`config.mk`:
```
export PLATFORM = sky130hd
export DESIGN_NAME = pc_fetch_unit
export DESIGN_NICKNAME = d
export VERILOG_FILES = /design/src/rtl/pc_fetch_unit.sv
export SDC_FILE = /design/constraint.sdc
export NUM_CORES = 1
export LEC_CHECK = 0
export BUFFER_PORTS_ARGS = -buffer_cell sky130_fd_sc_hd__buf_2
export CAP_MARGIN = 40
export CORE_MARGIN = 2
export CORE_UTILIZATION = 45
export CTS_BUF_LIST = sky130_fd_sc_hd__clkbuf_16
export CTS_CLUSTER_SIZE = 28
export DETAILED_ROUTE_END_ITERATION = 12
export PLACE_DENSITY_LB_ADDON = 0.25
export SYNTH_ARGS = -nofsm -noshare
export SYNTH_HDL_FRONTEND = slang
export SYNTH_SLANG_ARGS = --single-unit
```
`constraint.sdc`:
```
create_clock -name clock -period 2.1 [get_ports clock]
set_input_delay 0.42 -clock clock [delete_from_list [all_inputs] [get_ports clock]]
set_output_delay 0.42 -clock clock [all_outputs]
set_load 0.01 [all_outputs]
```
`src/rtl/pc_fetch_unit.sv`:
```
// Fetch-stage front end: owns the program counter, issues addresses to a
// synchronous instruction ROM with one cycle of read latency, and presents
// each fetched word with its PC to decode over a valid/ready handshake.
// Redirects squash both the presented word and the in-flight read.
// Back-pressure never drops or duplicates a word: while the output is held,
// the in-flight address is re-issued so the ROM keeps returning the same word.
module pc_fetch_unit #(
    parameter int                ADDR_W   = 12,
    parameter int                INSTR_W  = 32,
    parameter logic [ADDR_W-1:0] RESET_PC = {ADDR_W{1'b0}}
) (
    input  logic               clock,
    input  logic               reset_n,
    input  logic               redirect_valid,
    input  logic [ADDR_W-1:0]  redirect_target,
    output logic [ADDR_W-1:0]  imem_addr,
    input  logic [INSTR_W-1:0] imem_rdata,
    output logic               fetch_valid,
    input  logic               fetch_ready,
    output logic [ADDR_W-1:0]  fetch_pc,
    output logic [INSTR_W-1:0] fetch_instr
);

    // Increment constant; the add wraps modulo 2^ADDR_W with no flag.
    localparam logic [ADDR_W-1:0] PC_ONE = {{(ADDR_W-1){1'b0}}, 1'b1};

    // Architectural state
    logic [ADDR_W-1:0]  pc_r;
    logic               inflight_r;
    logic [ADDR_W-1:0]  inflight_pc_r;
    logic               out_valid_r;
    logic [ADDR_W-1:0]  out_pc_r;
    logic [INSTR_W-1:0] out_instr_r;

    // Next-state values
    logic [ADDR_W-1:0]  pc_s;
    logic               inflight_s;
    logic [ADDR_W-1:0]  inflight_pc_s;
    logic               out_valid_s;
    logic [ADDR_W-1:0]  out_pc_s;
    logic [INSTR_W-1:0] out_instr_s;
    logic [ADDR_W-1:0]  addr_s;
    logic               advance_s;

    assign advance_s = (~out_valid_r) | fetch_ready;

    // Next-state and ROM address selection: redirect, then advance, then hold.
    always_comb begin
        pc_s          = pc_r;
        inflight_s    = inflight_r;
        inflight_pc_s = inflight_pc_r;
        out_valid_s   = out_valid_r;
        out_pc_s      = out_pc_r;
        out_instr_s   = out_instr_r;
        addr_s        = inflight_pc_r;

        if (redirect_valid) begin
            // Squash output and in-flight read; restart at the target.
            addr_s        = redirect_target;
            inflight_s    = 1'b1;
            inflight_pc_s = redirect_target;
            pc_s          = redirect_target + PC_ONE;
            out_valid_s   = 1'b0;
        end else if (advance_s) begin
            // Move the returning ROM word to the output and issue the next PC.
            addr_s        = pc_r;
            out_valid_s   = inflight_r;
            if (inflight_r) begin
                out_pc_s    = inflight_pc_r;
                out_instr_s = imem_rdata;
            end else begin
                // Nothing returning: keep last pc/instr on the idle output.
                out_pc_s    = out_pc_r;
                out_instr_s = out_instr_r;
            end
            inflight_s    = 1'b1;
            inflight_pc_s = pc_r;
            pc_s          = pc_r + PC_ONE;
        end else begin
            // Held by decode: re-read the in-flight word so it returns again.
            addr_s        = inflight_pc_r;
        end
    end

    // ROM address is forced to the reset PC while reset is asserted.
    assign imem_addr = reset_n ? addr_s : RESET_PC;

    // State register with asynchronous active-low reset.
    always_ff @(posedge clock or negedge reset_n) begin
        if (!reset_n) begin
            pc_r          <= RESET_PC;
            inflight_r    <= 1'b0;
            inflight_pc_r <= {ADDR_W{1'b0}};
            out_valid_r   <= 1'b0;
            out_pc_r      <= {ADDR_W{1'b0}};
            out_instr_r   <= {INSTR_W{1'b0}};
        end else begin
            pc_r          <= pc_s;
            inflight_r    <= inflight_s;
            inflight_pc_r <= inflight_pc_s;
            out_valid_r   <= out_valid_s;
            out_pc_r      <= out_pc_s;
            out_instr_r   <= out_instr_s;
        end
    end

    assign fetch_valid = out_valid_r;
    assign fetch_pc    = out_pc_r;
    assign fetch_instr = out_instr_r;

endmodule

```
-- Word-level counts from Yosys, hierarchy flattened
Index checks and enable logic that the tools add are counted.
- word-level logic and storage cells: 22
- output and inout bits: 57
- bits of input ports: 48
- flip-flop bits (word level): 70
- $add $sub $neg: 2
- bitwise logic cells: 3
- muxes and demuxes: 9
- reductions and logical operators: 2
- operators with widths (kind ; number):
    two-way mux 12 bit ; 5
    adder 12 x 1 -> 12 bit, second input constant ; 2
    two-way mux 1 bit ; 4
    AND reduction 3 bit ; 1
    NOT 1 bit ; 2
    nonzero test 2 bit ; 1
    OR 1 bit ; 1

-- Longest topological paths before layout
- depth in word-level cells: 5
- mapped depth: 9

-- Least setup slack after synthesis
OpenSTA, ideal clock, no wires.
- kind: input -> register
- start: input redirect_valid
- end: register pc_r[10]
- data arrival time: 1.988 ns
- path buffers: 3
- library setup time: 0.079 ns
- required time: 2.021 ns
- slack: 0.033 ns
- stages on the path: 9
- cell sequence: buf_2 buf_2 buf_2 o21ai_0 ha_1 a21boi_1 nand4_1 xor2_1 mux2i_1
- longest elaborated chain between the ends: 1
- elaborated cells on any way between the ends: 2
- classes of those cells: mux (1); reduce/logical (1)
- RTL lines (item ; RTL line ; source):
    from (decl) ; 14 ; input logic redirect_valid,
    two-way mux 12 bit or nonzero test 2 bit (tied branches) ; -- ;
    to (signal assigned) ; 98 ; pc_r <= pc_s;
    to (decl) ; 28 ; logic [ADDR_W-1:0] pc_r;
Several ways; a longest one is shown, not always the timed one.
A chain may end at the register's enable or synchronous reset.

-- Final worst setup path
- start: register out_valid_r, in the netlist fetch_valid
- end: output imem_addr[8]
- longest elaborated chain between the ends: 5
- RTL lines (item ; RTL line ; source):
    from (decl) ; 31 ; logic out_valid_r;
    from (signal assigned) ; 101 ; out_valid_r <= out_valid_s;
    NOT 1 bit ; 45 ; assign advance_s = (~out_valid_r) | fetch_ready;
    OR 1 bit ; 45 ;
    two-way mux 12 bit (2 in series) ; -- ;
    named net addr_s[8] ; 42 ; logic [ADDR_W-1:0] addr_s;
    two-way mux 12 bit ; 86 ; assign imem_addr = reset_n ? addr_s : RESET_PC;
    to (decl) ; 16 ; output logic [ADDR_W-1:0] imem_addr,
The timed path passes the listed nets, and every way through them passes these cells.

==> results.toml <==
[timing]
finalSetupViolCount = 0
max_freq_mhz = 490
fin_crit_ps = 2040
timing_hold_violations_final = 0
slew_headroom_pct = 70.3
grt_setup_unrepaired = "true"
worst_slew_pin_slew_ps = 446
drv_slew = 0
period_share_pct = 97.1
finClkSkew_ps = 4.37

[drt]
avgViaCountPerCell = 5.00
ant_nets = 0
wire_per_inst_um = 13.7
drc_errors = 0
drt_iter0_drc = 100
dr_wl_met2_mm = 3.31
m1WireLength_mm = 2.93
wl_met3_um = 316
num_vias = 2412
top_layer = "met4"
drt_first_pass_iters = 4
wirelength_mm = 6.62

[worst_setup_path]
r2r-end = "fetch_instr[28]"
crit_chain = "nor2b_4 > buf_12 > mux2i_1 > o21ai_0 > and2_1 > buf_2"
r2r_setup_slack_ps = 290
crit_slowest_cell = "dfrtp_1"
cp.required_ps = 1680
worst_setup_path_start_kind = "register"
r2r_start = "fetch_valid"
crit_type = "register to primary output"
arrival_ps = 1620
crit_path_end_kind = "primary output"
slowest_delay_ps = 360
cp_max_fo = 17
reg2reg_depth = 6

[pwr]
p_per_area_mw_per_mm2 = 926
pwr-share-comb_pct = 18.0
p_sw_mw = 1.05
p_seq_share_pct = 41.5
p_leak_nw = 2.00
clock_power_share_pct = 40.5
vdd.ir_drop.worst_mv = 0.462
intPower_mw = 2.95
netSwitchingFraction_pct = 26.2
power_mw = 3.99

[floorplan]
die_w_um = 90.0
dieHeight_um = 90.0
rows = 31
pin_count = 105
core_region_area_mm2 = 0.00721
dieArea_mm2 = 0.00810
start_util_pct = 46.1

[synth]
ys_top_cells_by_area = "dfrtp_1 53%, mux2_2 15%, mux2i_1 5.4%"
synth_seq_cells = 70
syn-mean-instance-area_um2 = 12.6
synth_edf_count = 0
synth.distinct_cells = 38
synth_nets = 313
synth_area_mm2 = 0.00333
synth_seq_area_share_pct = 52.7
async_flop_share_pct = 100
synth_top_cell_area_share_pct = 52.7
netlist_instances = 264
synth-main-ff-cell = "dfrtp_1"
yosys_warnings = 0
yosysTopAreaCell = "dfrtp_1"

[run_status]
status = "completed"

[clocking]
root_buffer = "clkbuf_16"
clk_latency_ps = 320
cts.sinks = 70
cts_tree = "built"
cts_hold_buffers = 0
h-tree-depth = 3
clock_path_buffers = 2
cts_inserted_buffers = 9
clkSlewWorstSetupHoldPaths_ps = 60

[finish]
antenna_cells = 0
layout-drive-gt1-share_pct = 48.0
fin_nets = 427
layout.cells.most_common_list = "103 x buf_2, 70 x dfrtp_1, 43 x mux2_2"
layout_commonest_cell = "buf_2"
stdcell_count = 482
syn2layout_area_growth_pct = 29.6

[placed_design]
port_buffers = 104
place_inst = 464
hpwl_mm = 4.87
gp_congestion = 0.778

[grt]
antenna_found_initial = 0
grtUsageTotal_pct = 17.6
grt_overflow = 0
grt_pass1_wl_mm = 11.5
grt_max_degree = 45
grt_pass1_vias = 2392

[job]
drv_cap = 0

[worst_hold_path]
min_path_type = "input pin to asynchronous set/reset pin"
-- cells by family after synthesis --
group	after synthesis	synth area share [%]
flops	70	52.7
simple gates	64	11.3
mux	63	20.6
compound gates	32	6.69
xor+xnor	19	5.00
buf+inv	15	3.31
fa+ha+maj	1	0.376
-- worst max-delay path by stage --
stage	depth (start not counted)	to	startpoint	slack [ps]
6_report	6	imem_addr[8]	fetch_valid	60
5_1_grt	6	imem_addr[9]	fetch_valid	-70
4_1_cts	6	imem_addr[10]	fetch_valid	10
3_5_place_dp	8	pc_r[8]	redirect_valid	150
3_3_place_gp	8	pc_r[10]	redirect_valid	220
2_1_floorplan	9	pc_r[10]	redirect_valid	30
-- power groups by stage --
stage / sequential, mW / clock, mW / combinational [mW]
2_1_floorplan: 1.73 / 0 / 0.366
4_1_cts: 1.66 / 1.65 / 0.728
3_3_place_gp: 1.67 / 0 / 0.713
3_5_place_dp: 1.68 / 0 / 0.727
5_1_grt: 1.69 / 1.70 / 0.796
6_report: 1.66 / 1.62 / 0.720
-- synth_stat cells (all sizes together) (6+ instances only) --
cell type	n
a21oi	6
and2	12
buf	11
dfrtp	70
mux2	45
mux2i	18
nand2	24
nand3	8
o21ai	15
xnor2	6
xor2	13
-- repair_timing --
item	4_1_cts	5_1_grt
gates resized for setup	0	9
endpoints found under the setup margin	0	12
buffers inserted	0	2
-- cell type report --
class	count	area, um^2
Timing Repair Buffer	117	646
Fill cell	636	2900
Clock buffer	9	225
Inverter	1	3.75
Multi-Input combinational cell	179	1470
Sequential cell	70	1750
Tap cell	99	124
Clock inverter	7	96.3
-- flip-flops by register name, indices dropped and copies added (netlist names) --
name	count
fetch_pc	12
pc_r	12
fetch_instr	32
fetch_valid	1
inflight_pc_r	12
inflight_r	1
-- stage by stage --
stage / area, um^2 / TNS [ps] / utilization [%] / setup WS [ps] / hold slack [ps]
floorplan: 3330 / 0 / - / 32.9 / 124
global placement: 3980 / 0 / 55.1 / 216 / 403
detailed placement: 3980 / 0 / 55.1 / 154 / 405
CTS: 4300 / 0 / 59.6 / 14.5 / 57.7
global route: 4310 / -319 / 59.8 / -67.8 / 79.9
finish: 4310 / 0 / 59.8 / 61.0 / 33.7
-- critical path, delay by kind of cell, from the launching register on --
family	cells	cell delay, ps
multiplexers	1	180
AO/OA/AOI/OAI	1	110
AND/OR/NAND/NOR	2	340
buffers and inverters	2	300
flip-flops	1	360
-- routing by layer --
layer | GRT usage [%] | vias up
met2 | 28.9 | 66
met4 | 6.92 | 0
li1 | - | 1154
met1 | 23.6 | 1184
met3 | 3.10 | 8
met5 | 0 | -
No activity file was read; power rests on OpenSTA's default activity.
